[src/rtl/spi_regfile_peripheral.sv]
// SPI mode-0 target giving read/write access to NUM_REGS registers of DATA_W bits.
// Latency: pin edges seen 2-3 clk later; write commits 1 clk after the final-bit flag.
// Backpressure: none; the host paces frames and must respect the min sclk/cs timing.
//
// Ports:
//   clk, rst           system clock, synchronous active-high reset
//   sclk, COPI, cs     asynchronous SPI pins (cs active-low)
//   CIPO, cipo_oe      peripheral data out and its pad drive enable
//   regs_out           register i at [i*DATA_W +: DATA_W]
//   wr_stb, wr_addr    one-cycle write strobe and address of the latest committed write
//   frame_err          pulse on an aborted frame (cs rose before FRAME_W bits)
//   addr_err           pulse on a complete frame addressing >= NUM_REGS
//   err_cnt            saturating count of frame_err + addr_err pulses
module spi_regfile_peripheral #(
    parameter int ADDR_W   = 7,
    parameter int DATA_W   = 8,
    parameter int NUM_REGS = 5
) (
    input  logic                       clk,
    input  logic                       rst,
    input  logic                       sclk,
    input  logic                       COPI,
    input  logic                       cs,
    output logic                       CIPO,
    output logic                       cipo_oe,
    output logic [NUM_REGS*DATA_W-1:0] regs_out,
    output logic                       wr_stb,
    output logic [ADDR_W-1:0]          wr_addr,
    output logic                       frame_err,
    output logic                       addr_err,
    output logic [7:0]                 err_cnt
);

    localparam int FRAME_W = 1 + ADDR_W + DATA_W;
    localparam int CNT_W   = $clog2(FRAME_W + 1);
    // Shift window only needs to hold the wider of {rw,addr} and data.
    localparam int SH_W    = (ADDR_W + 1 > DATA_W) ? ADDR_W + 1 : DATA_W;

    localparam logic [CNT_W-1:0]  CMD_LAST   = CNT_W'(ADDR_W);
    localparam logic [CNT_W-1:0]  FRAME_LAST = CNT_W'(FRAME_W - 1);
    localparam logic [ADDR_W:0]   NUM_REGS_A = (ADDR_W + 1)'(NUM_REGS);

    typedef enum logic [1:0] {
        S_IDLE,
        S_CMD,
        S_DATA,
        S_DONE
    } state_t;

    // Synchronisers plus previous-value flops for edge detection.
    logic sclk_s1, sclk_s2, sclk_prev;
    logic copi_s1, copi_s2;
    logic cs_s1, cs_s2, cs_prev;

    always_ff @(posedge clk) begin
        if (rst) begin
            sclk_s1   <= 1'b0;
            sclk_s2   <= 1'b0;
            sclk_prev <= 1'b0;
            copi_s1   <= 1'b0;
            copi_s2   <= 1'b0;
            cs_s1     <= 1'b1;
            cs_s2     <= 1'b1;
            cs_prev   <= 1'b1;
        end else begin
            sclk_s1   <= sclk;
            sclk_s2   <= sclk_s1;
            sclk_prev <= sclk_s2;
            copi_s1   <= COPI;
            copi_s2   <= copi_s1;
            cs_s1     <= cs;
            cs_s2     <= cs_s1;
            cs_prev   <= cs_s2;
        end
    end

    logic sclk_rise, sclk_fall, cs_fall, cs_rise;
    assign sclk_rise = sclk_s2 & ~sclk_prev;
    assign sclk_fall = ~sclk_s2 & sclk_prev;
    assign cs_fall   = ~cs_s2 & cs_prev;
    assign cs_rise   = cs_s2 & ~cs_prev;

    state_t              state_q, state_n;
    logic [CNT_W-1:0]    bit_cnt_q;
    logic [SH_W-2:0]     shift_q;
    logic [SH_W-1:0]     shift_n;
    logic                rw_q;        // 1 = write
    logic [ADDR_W-1:0]   addr_q;
    logic [DATA_W-1:0]   wdata_q;
    logic [DATA_W-1:0]   out_shift_q;
    logic                commit_q;
    logic [DATA_W-1:0]   regs_q [NUM_REGS];

    logic start, shift_en, capture, finish, abort;

    assign shift_n = {shift_q, copi_s2};

    // ---------------- FSM: next state and control strobes ----------------
    always_comb begin
        state_n  = state_q;
        start    = 1'b0;
        shift_en = 1'b0;
        capture  = 1'b0;
        finish   = 1'b0;
        abort    = 1'b0;
        case (state_q)
            S_IDLE: begin
                // Any sclk flag in this cycle is intentionally not sampled.
                if (cs_fall) begin
                    start   = 1'b1;
                    state_n = S_CMD;
                end
            end
            S_CMD: begin
                if (cs_rise) begin
                    abort   = 1'b1;
                    state_n = S_IDLE;
                end else if (sclk_rise) begin
                    shift_en = 1'b1;
                    if (bit_cnt_q == CMD_LAST) begin
                        capture = 1'b1;
                        state_n = S_DATA;
                    end
                end
            end
            S_DATA: begin
                // A final bit arriving with cs rising still completes the frame.
                if (sclk_rise && bit_cnt_q == FRAME_LAST) begin
                    shift_en = 1'b1;
                    finish   = 1'b1;
                    state_n  = S_DONE;
                end else if (cs_rise) begin
                    abort   = 1'b1;
                    state_n = S_IDLE;
                end else if (sclk_rise) begin
                    shift_en = 1'b1;
                end
            end
            S_DONE: begin
                // Level test so a cs rise coinciding with the final bit is not missed.
                if (cs_s2) begin
                    state_n = S_IDLE;
                end
            end
            default: state_n = S_IDLE;
        endcase
    end

    always_ff @(posedge clk) begin
        if (rst) begin
            state_q <= S_IDLE;
        end else begin
            state_q <= state_n;
        end
    end

    // ---------------- Read data selection ----------------
    logic [ADDR_W-1:0] cap_addr;
    logic              cap_rw;
    logic [DATA_W-1:0] rd_word;

    assign cap_addr = shift_n[ADDR_W-1:0];
    assign cap_rw   = shift_n[ADDR_W];

    // Out-of-range addresses match no entry and read as zero.
    always_comb begin
        rd_word = '0;
        for (int i = 0; i < NUM_REGS; i++) begin
            if (cap_addr == ADDR_W'(i)) begin
                rd_word = regs_q[i];
            end
        end
    end

    logic addr_ok;
    assign addr_ok = ({1'b0, addr_q} < NUM_REGS_A);

    logic rw_n, oe_n;
    assign rw_n = capture ? cap_rw : rw_q;
    assign oe_n = ((state_n == S_DATA) || (state_n == S_DONE)) && !rw_n && !cs_s2;

    logic [8:0] err_sum;
    assign err_sum = {1'b0, err_cnt} + 9'(frame_err) + 9'(addr_err);

    // ---------------- Datapath ----------------
    always_ff @(posedge clk) begin
        if (rst) begin
            bit_cnt_q   <= '0;
            shift_q     <= '0;
            rw_q        <= 1'b0;
            addr_q      <= '0;
            wdata_q     <= '0;
            out_shift_q <= '0;
            commit_q    <= 1'b0;
            CIPO        <= 1'b0;
            cipo_oe     <= 1'b0;
            wr_stb      <= 1'b0;
            wr_addr     <= '0;
            frame_err   <= 1'b0;
            addr_err    <= 1'b0;
            err_cnt     <= '0;
            for (int i = 0; i < NUM_REGS; i++) begin
                regs_q[i] <= '0;
            end
        end else begin
            if (start) begin
                shift_q   <= '0;
                bit_cnt_q <= '0;
            end else if (shift_en) begin
                shift_q   <= shift_n[SH_W-2:0];
                bit_cnt_q <= bit_cnt_q + CNT_W'(1);
            end

            if (capture) begin
                rw_q        <= cap_rw;
                addr_q      <= cap_addr;
                out_shift_q <= cap_rw ? '0 : rd_word;
            end else if (state_q == S_DATA && sclk_fall && !rw_q) begin
                out_shift_q <= out_shift_q << 1;
            end

            if (finish) begin
                wdata_q <= shift_n[DATA_W-1:0];
            end

            cipo_oe <= oe_n;
            if (!oe_n) begin
                CIPO <= 1'b0;
            end else if (state_q == S_DATA && sclk_fall) begin
                CIPO <= out_shift_q[DATA_W-1];
            end

            commit_q  <= finish;
            wr_stb    <= 1'b0;
            addr_err  <= 1'b0;
            frame_err <= abort;
            if (commit_q) begin
                if (!addr_ok) begin
                    addr_err <= 1'b1;
                end else if (rw_q) begin
                    wr_stb  <= 1'b1;
                    wr_addr <= addr_q;
                    for (int i = 0; i < NUM_REGS; i++) begin
                        if (addr_q == ADDR_W'(i)) begin
                            regs_q[i] <= wdata_q;
                        end
                    end
                end
            end

            err_cnt <= err_sum[8] ? 8'hFF : err_sum[7:0];
        end
    end

    for (genvar g = 0; g < NUM_REGS; g++) begin : g_regs_out
        assign regs_out[g*DATA_W +: DATA_W] = regs_q[g];
    end

endmodule

[config.mk]
export PLATFORM = sky130hd
export DESIGN_NAME = spi_regfile_peripheral
export DESIGN_NICKNAME = d
export VERILOG_FILES = /design/src/rtl/spi_regfile_peripheral.sv
export SDC_FILE = /design/constraint.sdc
export NUM_CORES = 1
export LEC_CHECK = 0
export CAP_MARGIN = 40
export CORE_UTILIZATION = 45
export DETAILED_ROUTE_END_ITERATION = 8
export GPL_TIMING_DRIVEN = 1
export PLACE_DENSITY = 0.71
export SLEW_MARGIN = 20
export SYNTH_ARGS = -nofsm -noshare
export SYNTH_HDL_FRONTEND = slang
export SYNTH_SLANG_ARGS = --single-unit
[constraint.sdc]
create_clock -name clk -period 2.4 [get_ports clk]
set_input_delay 0.48 -clock clk [delete_from_list [all_inputs] [get_ports clk]]
set_output_delay 0.48 -clock clk [all_outputs]
set_load 0.005 [all_outputs]
Word level (Yosys, flattened, before mapping) --
Memories as Yosys holds them, arrays and structs flattened. Index checks and enable logic that the tools add are counted.
Word-level totals: bits of input ports 5, memories 1, logic and storage cells 149, bits in registers 67, memory bits (writable) 40
Operators by class: bitwise gates (word level) 16, equal/unequal tests 15, add/sub/neg operators 3, muxes and demuxes 72, magnitude comparators 1, reductions and logical operators 18
Memory list:
- regs_q | depth 5, bits a word 8, read ports 5, clocked after memory_dff 0, write ports 5, RTL line 92 | logic [DATA_W-1:0] regs_q [NUM_REGS];
Operators by type and width (number):
- 2-to-1 mux 8 bit | 14
- 2-to-1 mux 1 bit | 48
- equality test 7 x 2 -> 1 bit, second input constant | 4
- equality test 7 x 1 -> 1 bit, second input constant | 2
- equality test 7 x 3 -> 1 bit, second input constant | 2
- zero test 7 bit | 2
- 2-to-1 mux 2 bit | 7
- adder 8 x 1 -> 9 bit | 1
- adder 9 x 1 -> 9 bit | 1
- equality test 2 bit, second input constant | 4
- case mux 2 bit (4 select lines) | 1
- < comparator 7 x 3 -> 1 bit, second input constant | 1
- NOT 1 bit | 7
- OR reduction 2 bit | 3
- adder 5 x 1 -> 5 bit, second input constant | 1
- equality test 5 x 3 -> 1 bit, second input constant | 1
- equality test 5 x 4 -> 1 bit, second input constant | 1
- logical AND 1 bit | 5
- bitwise OR 1 bit | 5
- AND 1 bit | 4
- case mux 1 bit (2 select lines) | 2
- zero test 1 bit | 3
- AND reduction 3 bit | 1
- OR reduction 3 bit | 1
- 4 further kinds | 4

Depth between registers and ports, before layout --
Gate-level depths: netlist (run 1).
depth after elaboration 11, mapped depth 9

Least setup slack after synthesis (run 1) --
OpenSTA, ideal clock, no wires.
path kind register -> register, from register addr_q[4], to memory regs_q[1][2], in the netlist regs_q[0][10] (enable), buffers on the path 0, cell stages (with the launch flop) 5, path slack 424 ps, clock period less this slack 1976 ps, arrival time 1601 ps, library setup time 375 ps, path through dfxtp_1 -> nor4_1 -> nor4b_1 -> nand2_1 -> o21bai_1
RTL lines:
- from (decl) | RTL line 88 | logic [ADDR_W-1:0] addr_q;
- from (signal assigned) | RTL line 216 | addr_q <= cap_addr;
- to (decl) | RTL line 92

Worst setup path in the final report (run 1) --
from register bit_cnt_q[0], to register bit_cnt_q[4]
On the way: longest elaborated chain between the ends 4
Ends and longest elaborated chain:
- from (decl) | RTL line 84 | logic [CNT_W-1:0] bit_cnt_q;
- from (signal assigned) | RTL line 211 | bit_cnt_q <= bit_cnt_q + CNT_W'(1);
- equality test 5 x 4 -> 1 bit | RTL line 128 | if (sclk_rise && bit_cnt_q == FRAME_LAST) begin
- logical AND 1 bit | RTL line 128
- 2-to-1 mux 1 bit | RTL line 128
- case mux 1 bit (2 select lines) | RTL line 106 | case (state_q)
Several ways; a longest one is shown, not always the timed one. A chain may end at the register's enable or synchronous reset.

==> metrics.csv, run 1 <==
stage;metric;value;unit
timing;post-route-min-period;2.109;ns
cts;holdBufCountCts;0;
placed_design;place_congestion;0.9097;
power;p_seq_frac;0.596;
critical_path;startpoint;bit_cnt_q[0]$_SDFFE_PP0P_;
synth;synth_top_cell_area_share;0.2989;
critical_path;crit_family;simple AND/OR/NAND/NOR gates;
critical_path;cp.required;2.67;ns
cts;clock_latency;0.36;ns
critical_path;cp_cell_sequence;ha_1, and3_1, ha_1, nand4b_1, o41ai_2, buf_2, nand2_1, a211oi_1;
timing;hold_ws;0.4232;ns
critical_path;path_max_fanout;10;
route;ant_nets;0;
placed_design;port_buffers;64;
finish;fillers;848;
critical_path;reg2reg_from;bit_cnt_q[0]$_SDFFE_PP0P_;
timing;maxSlewViolCount;0;
job;maxCapViolCount;0;
placed_design;dp_hpwl;6811;um
cts;cts_buffer_depth;2;
power;power_frac_comb;0.110;
finish;regArea;2542;um2
route;wl_per_cell;15.70;um
power;ir_drop;0.0003097;V
route;vias_per_cell;5.295;
global_route;grt_util_all_layers;0.1908;
power;p_total;3.279;mW
timing;slew_headroom;0.5620;
power;switching_share;0.2508;
cts;path_clk_slew;0.10;ns
critical_path;cp-end-kind;flip-flop;
synth;syn_avg_cell_area;11.22;um2
cts;cts_tree;built;
power;p_per_area;608.7;nW/um2
global_route;grt_pass1_vias;2948;
floorplan;die_h;101.9;um
power;p_clk_frac;0.295;
finish;nets;483;
synth;synth_edf_count;40;
cts;post_cts_buffers;0;
cts;cts_sinks;107;
synth;synth.cell_area;4488;um2
synth;synth_nets;414;
cts;cts_buffers;9;
timing;worstMarginPinSlew;0.6479;ns
synth;ys.flop_type;dfxtp_1;
finish;stdcell_area;5386;um2
finish;syn_to_final_growth;20.02;%
placed_design;dpl_cell_area;5215;um2
critical_path;worstPathArrival;2.38;ns
synth;ys_top_cells_by_area;dfxtp_1, edfxtp_1, mux2i_1, nor2_1, a21oi_1;
timing;tns;0;ns
critical_path;startpoint_type;flip-flop;
critical_path;worst_path_max_delay_cell;dfxtp_1;
synth;syn_inst;400;
floorplan;io_pins;65;
critical_path;path_buf_inv;1;
floorplan;die_x;101.9;um
global_route;antenna_found_initial;0;
timing;fmax;0.4742;GHz
global_route;grt_pass1_wl;14910;um
floorplan;die_area;10380;um2
synth;async_flop_share;0;
synth;ys_seq_area_frac;0.5665;
critical_path;critPathMostFrequentCell;ha_1;
finish;drive_gt1_frac;0.1139;
timing;finalSetupViolCount;0;
finish;n_antenna_cell;0;
cts;cts_resized;0;
critical_path;slowest_delay;0.38;ns
global_route;grt_max_degree;32;
timing;grt_setup_unrepaired;false;
synth;yosysWarnings;0;
min_path;min_from;cs_s1$_SDFF_PP1_;
floorplan;num_rows;36;
route;postRouteWirelength;9528;um
synth;ys_seq_elements;107;
route;drc_errors;0;
synth;ys_types;55;
floorplan;core_area;9729;um2
global_route;gr-total-overflow;0;
timing;skew;0.01222;ns
cts;htreeDepth;3;
timing;hold_violations;0;
floorplan;initial_core_util;0.4613;
power;leakagePower;1.953;nW
finish;postLayoutCoreUtil;0.5536;
route;drt_iter0_markers;133;
critical_path;critPathKind;reg2reg;
route;drt_pass1_iterations;5;
status;outcome;finished clean;
min_path;hp-class;reg2reg;
timing;fin_crit_sh;0.8787;
power;power.switching;822.4;uW
synth;yosysTopAreaCell;dfxtp_1;
finish;multi_input_area;1727;um2
route;vias;3214;
power;p_int;2.456;mW
cts;clock-root-buffer;clkbuf_8;
[registers in the layout, indices dropped and copies added, names as in the netlist, 2 cells and up]
name / flops
wdata_q: 8
regs_q: 40
out_shift_q: 8
state_q: 2
bit_cnt_q: 5
wr_addr: 7
shift_q: 7
err_cnt: 8
addr_q: 7
[layout by cell type (no fill, tap or decap), types with 2 or more instances in the layout]
| master | Yosys | routed |
|---|---|---|
| dfxtp_1 | 67 | 67 |
| clkdlybuf4s50_1 | 0 | 63 |
| edfxtp_1 | 40 | 40 |
| nor2_1 | 37 | 37 |
| nand2_1 | 34 | 34 |
| a21oi_1 | 26 | 26 |
| mux2i_1 | 19 | 19 |
| a211oi_1 | 15 | 15 |
| inv_1 | 13 | 13 |
| and2_1 | 12 | 12 |
| nand3_1 | 12 | 12 |
| buf_4 | 0 | 12 |
| o21ai_0 | 11 | 11 |
| clkbuf_8 | 7 | 9 |
| ha_1 | 8 | 8 |
| or2_2 | 7 | 7 |
| and3_1 | 6 | 6 |
| nor3_1 | 6 | 6 |
| nor2b_1 | 6 | 6 |
| nor3b_1 | 6 | 6 |
| o221ai_1 | 6 | 6 |
| xor2_1 | 5 | 5 |
| or2b_2 | 4 | 4 |
| a31o_2 | 3 | 3 |
| mux2_2 | 3 | 3 |
| nand2b_1 | 3 | 3 |
| clkinv_1 | 0 | 3 |
| buf_2 | 2 | 3 |
| nor4_1 | 2 | 2 |
| nor4b_1 | 2 | 2 |
| a21o_1 | 2 | 2 |
| and4_1 | 2 | 2 |
| nand4_1 | 2 | 2 |
| inv_6 | 0 | 2 |
[worst paths after layout]
check                           cells after the start  slack, ns                   endpoint
worst min register to register                      1       0.42           cs_s2$_SDFF_PP1_
worst min-delay path                                1       0.42           cs_s2$_SDFF_PP1_
worst max register to register                      8       0.29  bit_cnt_q[4]$_SDFFE_PP0P_
worst max-delay path                                8       0.29  bit_cnt_q[4]$_SDFFE_PP0P_
[worst reg2reg max path: stages (launching register included)]
cell	delay [ns]
dfxtp_1	0.38
ha_1	0.20
and3_1	0.17
ha_1	0.18
nand4b_1	0.15
o41ai_2	0.10
buf_2	0.30
nand2_1	0.25
a211oi_1	0.29
[cells by family (layout without fill, tap and decap cells)]
group	count (synthesis)	count (layout)	share of synthesized area
xor+xnor	6	6	0.01171
fa+ha+maj	9	9	0.02676
compound gates	73	73	0.1093
simple gates	149	149	0.1820
flops	107	107	0.5665
buf+inv	33	107	0.04879
mux	23	23	0.05492
[metal layers]
metal	vias to the layer above	GRT usage	share of wire
met3	18	0.02736	0.046
met1	1538	0.2506	0.46
li1	1565	-	-
met5	-	0	0
met2	93	0.3144	0.48
met4	0	0.08681	0.022
[per-stage QoR]
stage | cells | setup WS, ns
after global routing | 607 | 0.08780
final | 607 | 0.2911
after detailed placement | 590 | 0.3173
after CTS | 606 | 0.2958
after global placement | 589 | 0.1552
after floorplan | 400 | 0.4242
[power groups by stage]
stage	combinational [mW]	clock (mW)	sequential, mW
6_report	0.360	0.966	1.95
5_1_grt	0.394	1.06	1.96
4_1_cts	0.362	0.983	1.95
3_5_place_dp	0.360	0	1.99
3_3_place_gp	0.345	0	1.99
2_1_floorplan	0.240	0	1.99
[final cells by class]
cell class,count,share of cell area
multi-input combinational,260,0.3206
inverter,13,0.009059
timing repair buffer,78,0.1366
sequential,107,0.4720
clock buffer,9,0.02300
clock inverter,7,0.007898
tap,133,0.03089
[cell usage after synthesis (11+ instances only)]
| master | number |
|---|---|
| dfxtp_1 | 67 |
| edfxtp_1 | 40 |
| nor2_1 | 37 |
| nand2_1 | 34 |
| a21oi_1 | 26 |
| mux2i_1 | 19 |
| a211oi_1 | 15 |
| inv_1 | 13 |
| and2_1 | 12 |
| nand3_1 | 12 |
| o21ai_0 | 11 |
(Power assumes the default switching activity.)
==> run 2: changes to the inputs <==
--- a/config.mk
+++ b/config.mk
@@ -8,8 +8,10 @@
 export CAP_MARGIN = 40
 export CORE_UTILIZATION = 45
 export DETAILED_ROUTE_END_ITERATION = 8
+export DONT_BUFFER_PORTS = 1
 export GPL_TIMING_DRIVEN = 1
-export PLACE_DENSITY = 0.71
+export HOLD_SLACK_MARGIN = 0.12
+export PLACE_DENSITY = 0.63
 export SLEW_MARGIN = 20
 export SYNTH_ARGS = -nofsm -noshare
 export SYNTH_HDL_FRONTEND = slang
==> run 2 against run 1 <==
  * Routed wire length fell by 1.3%
  * Global-route usage fell by 0.41 points
  * First-iteration DRC count rose by 17%
  * Clock power rose by 19%
  * Flip-flop and latch count did not move
  * Non-clock buffer count fell by 62
  * Sequential power barely moved
  * Hold slack got worse by 0.25 ns
  * Fmax rose by 0.80%
  * Critical path type unchanged
  * Register-to-register slack improved by 0.02 ns
  * Setup slack improved by 0.017 ns
  * Die area did not move
==> metrics.csv, run 2 (synthesis results as in run 1) <==
stage;metric;value;unit
status;outcome;finished clean;
route;vias;2953;
placed_design;dp_cells;529;
finish;n_antenna_cell;0;
critical_path;path_max_fanout;10;
critical_path;cp_cell_sequence;ha_1, and3_1, ha_1, nand4b_1, o41ai_2, buf_2, nand2_1, xor2_1, nor2_1;
timing;post-route-min-period;2.092;ns
route;drc_errors;0;
global_route;gr-total-overflow;0;
placed_design;place_congestion;0.7659;
timing;skew;0.02401;ns
global_route;grt_max_degree;57;
min_path;hp-class;in2reg;
timing;fmax;0.4780;GHz
finish;nets;421;
finish;regArea;2542;um2
critical_path;worst_path_max_delay_cell;dfxtp_1;
route;vias_per_cell;5.418;
timing;hold_violations;0;
timing;maxSlewViolCount;0;
critical_path;slowest_delay;0.39;ns
critical_path;critPathKind;reg2reg;
floorplan;num_rows;36;
floorplan;initial_core_util;0.4613;
route;drt_iter0_markers;156;
floorplan;die_h;101.9;um
global_route;grt_util_all_layers;0.1867;
finish;layout_common_cells;dfxtp_1, edfxtp_1, nor2_1;
critical_path;crit_family;simple AND/OR/NAND/NOR gates;
placed_design;dp_hpwl;6466;um
cts;cts_buffers;9;
timing;tns;0;ns
route;drt_pass1_iterations;4;
finish;drive_gt1_frac;0.1408;
critical_path;cp.required;2.71;ns
cts;cts_sinks;107;
critical_path;worstPathArrival;2.40;ns
timing;slew_headroom;0.6590;
finish;fin_cells;545;
global_route;grt_pass1_vias;2782;
cts;clock-root-buffer;clkbuf_8;
floorplan;die_area;10380;um2
finish;layout_commonest_cell;dfxtp_1;
placed_design;dpl_cell_area;4602;um2
power;leakagePower;1.756;nW
timing;fin_crit_sh;0.8717;
critical_path;cp-end-kind;flip-flop;
floorplan;die_x;101.9;um
power;p_per_area;704.3;nW/um2
critical_path;path_buf_inv;1;
cts;holdBufCountCts;0;
route;wl_per_cell;17.26;um
cts;path_clk_slew;0.11;ns
cts;clock_latency;0.37;ns
finish;largest_reg_flops;40;
placed_design;post-place-ws;0.2781;ns
route;postRouteWirelength;9407;um
cts;cts_tree;built;
global_route;antenna_found_initial;0;
cts;htreeDepth;3;
global_route;grt_pass1_wl;14410;um
power;p_total;3.389;mW
critical_path;critPathMostFrequentCell;ha_1;
critical_path;startpoint_type;flip-flop;
finish;fillers;901;
floorplan;core_area;9729;um2
finish;postLayoutCoreUtil;0.4946;
route;ant_nets;0;
cts;post_cts_buffers;0;
timing;worstMarginPinSlew;0.5108;ns
timing;hold_ws;0.1749;ns
timing;grt_setup_unrepaired;false;
floorplan;io_pins;65;
timing;final.setup.worst_slack;0.3079;ns
placed_design;port_buffers;0;
power;ir_drop;0.0003875;V
job;maxCapViolCount;0;
timing;finalSetupViolCount;0;
finish;multi_input_area;1733;um2
finish;stdcell_area;4812;um2
finish;syn_to_final_growth;7.221;%
cts;cts_resized;0;
finish;top_register;regs_q;
cts;cts_buffer_depth;2;
-- run 2: cell count changes in the layout (fill, tap and decap cells not counted), moves of 2 or more --
cell,previous run,this run
buf_2,3,1
buf_4,12,15
clkdlybuf4s50_1,63,0
clkinv_1,3,1
inv_6,2,4
-- run 2: cell type report --
type                    count  area share
flip-flops and latches    107      0.5283
multi-input cells         260      0.3601
well taps                 133     0.03458
clock buffers               9     0.02574
repair buffers             16     0.02444
clock inverters             7     0.01664
inverters                  13     0.01014
-- run 2: path summary, 6_finish.rpt --
path	startpoint	endpoint	slack (ns)	cells past startpoint
setup / recovery	bit_cnt_q[0]$_SDFFE_PP0P_	bit_cnt_q[0]$_SDFFE_PP0P_	0.31	9
hold / removal	rst	err_cnt[2]$_SDFF_PP0_	0.17	1
setup reg to reg	bit_cnt_q[0]$_SDFFE_PP0P_	bit_cnt_q[0]$_SDFFE_PP0P_	0.31	9
hold reg to reg	cs_s1$_SDFF_PP1_	cs_s2$_SDFF_PP1_	0.43	1
-- run 2: per-layer routing --
metal	GRT usage	part of all wire	up-vias
met2	0.2885	0.46	80
met3	0.03557	0.053	18
li1	-	-	1441
met4	0.1000	0.028	0
met1	0.2499	0.46	1414
met5	0	0	-
-- run 2: worst reg2reg max path, cell delays in order, from the launching register on --
cell and delay [ns]:
dfxtp_1 0.39, ha_1 0.21, and3_1 0.17, ha_1 0.18, nand4b_1 0.15, o41ai_2 0.12, buf_2 0.27, nand2_1 0.24
xor2_1 0.22, nor2_1 0.09
-- run 2: power by group --
part | total (mW) | leakage (nW) | switching [mW] | internal (mW)
registers | 1.96 | 0.954 | 0.0377 | 1.92
clock network | 1.15 | 0.105 | 0.643 | 0.502
logic | 0.285 | 0.697 | 0.166 | 0.118
total | 3.39 | 1.76 | 0.848 | 2.54
==> run 3: changes to the inputs <==
--- a/config.mk
+++ b/config.mk
@@ -12,7 +12,7 @@
 export GPL_TIMING_DRIVEN = 1
 export HOLD_SLACK_MARGIN = 0.12
 export PLACE_DENSITY = 0.63
-export SLEW_MARGIN = 20
+export SLEW_MARGIN = 10
 export SYNTH_ARGS = -nofsm -noshare
 export SYNTH_HDL_FRONTEND = slang
 export SYNTH_SLANG_ARGS = --single-unit
==> run 3 against run 2 <==
  * Flip-flop and latch count unchanged
  * Register-to-register slack got worse by 0.11 ns
  * Clock skew down 0.0063 ns
  * Count of clock-buffer cells in the layout rose by 3
  * Largest power group unchanged
==> metrics.csv, run 3 (synthesis results as in run 1) <==
stage;metric;value;unit
critical_path;startpoint_type;flip-flop;
cts;cts_buffers;9;
finish;top_register;regs_q;
global_route;grt_pass1_vias;2810;
global_route;grt_util_all_layers;0.1870;
finish;layout_common_cells;dfxtp_1, edfxtp_1, nor2_1;
route;postRouteWirelength;9512;um
cts;post_cts_buffers;0;
route;ant_nets;0;
cts;htreeDepth;3;
timing;maxSlewViolCount;0;
timing;hold_violations;0;
floorplan;die_area;10380;um2
power;leakagePower;1.749;nW
status;outcome;finished clean;
power;ir_drop;0.0003567;V
global_route;antenna_found_initial;0;
global_route;gr-total-overflow;0;
cts;path_clk_slew;0.10;ns
finish;nets;421;
critical_path;path_max_fanout;8;
floorplan;initial_core_util;0.4613;
timing;slew_headroom;0.5483;
floorplan;die_x;101.9;um
critical_path;reg2reg_from;addr_q[3]$_SDFFE_PP0P_;
min_path;min_from;rst;
critical_path;startpoint;addr_q[3]$_SDFFE_PP0P_;
finish;layout_commonest_cell;dfxtp_1;
cts;cts_sinks;107;
floorplan;core_area;9729;um2
critical_path;cp-end-kind;flip-flop;
min_path;hp-class;in2reg;
finish;largest_reg_flops;40;
power;p_per_area;689.3;nW/um2
critical_path;worstPathArrival;2.21;ns
cts;cts_tree;built;
cts;clock_latency;0.37;ns
global_route;grt_pass1_wl;14340;um
job;maxCapViolCount;0;
timing;post-route-min-period;2.204;ns
cts;holdBufCountCts;0;
timing;grt_setup_unrepaired;false;
finish;drive_gt1_frac;0.1383;
critical_path;cp.required;2.41;ns
cts;cts_resized;0;
timing;finalSetupViolCount;0;
finish;syn_to_final_growth;6.830;%
placed_design;port_buffers;0;
timing;fmax;0.4538;GHz
timing;skew;0.01768;ns
power;p_total;3.305;mW
route;vias;2962;
placed_design;place_congestion;0.7659;
timing;worstMarginPinSlew;0.6681;ns
floorplan;num_rows;36;
route;drc_errors;0;
placed_design;dp_hpwl;6489;um
critical_path;critPathKind;reg2reg;
floorplan;die_h;101.9;um
finish;n_antenna_cell;0;
timing;fin_crit_sh;0.9181;
route;drt_pass1_iterations;4;
route;wl_per_cell;17.45;um
cts;cts_buffer_depth;2;
global_route;grt_max_degree;57;
route;drt_iter0_markers;187;
cts;clock-root-buffer;clkbuf_8;
route;vias_per_cell;5.435;
floorplan;io_pins;65;
timing;tns;0;ns
run 3: area by class of cell:
cell class                      count  area (um2)
Timing Repair Buffer               16       120.1
Clock buffer                       12       166.4
Tap cell                          133       166.4
Multi-Input combinational cell    260        1727
Inverter                           13       48.80
Fill cell                         902        4935
Clock inverter                      4       23.77
Sequential cell                   107        2542
run 3: worst max-delay path, stage by stage, from the launching register on:
cell and delay [ns]:
dfxtp_1 0.36, nor4_1 0.36, nor4b_1 0.61, a21o_1 0.50
run 3: path summary, 6_finish.rpt:
check	to	cells after the start	slack (ns)
max	regs_q[0][0]$_DFFE_PP_	3	0.20
min	err_cnt[1]$_SDFF_PP0_	1	0.17
max reg2reg	regs_q[0][0]$_DFFE_PP_	3	0.20
min reg2reg	cs_s2$_SDFF_PP1_	1	0.42
run 3: through the flow:
step / area, um2 / cells / setup slack, ns / hold slack (ns) / utilization
2_1_floorplan: 4488 / 400 / 0.4242 / 0.3895 / -
3_3_place_gp: 4597 / 528 / 0.1311 / 0.3983 / 0.4725
3_5_place_dp: 4604 / 529 / 0.2909 / 0.4031 / 0.4733
4_1_cts: 4795 / 545 / 0.2392 / 0.1512 / 0.4928
5_1_grt: 4795 / 545 / 0.1103 / 0.1568 / 0.4928
6_report: 4795 / 545 / 0.1965 / 0.1743 / 0.4928
run 3: routing by layer:
layer  share of wire  global-route usage  vias to the layer above
met4           0.025              0.1022                        0
met3           0.049             0.03694                       20
met2            0.47              0.2968                       70
met5               0                   0                        -
met1            0.46              0.2418                     1427
li1                -                   -                     1445
run 3: power by group:
| group | leakage [nW] | internal [mW] | switching, mW |
|---|---|---|---|
| clock network | 0.101 | 0.467 | 0.592 |
| registers | 0.954 | 1.92 | 0.0375 |
| logic | 0.693 | 0.119 | 0.169 |
| total | 1.75 | 2.51 | 0.798 |
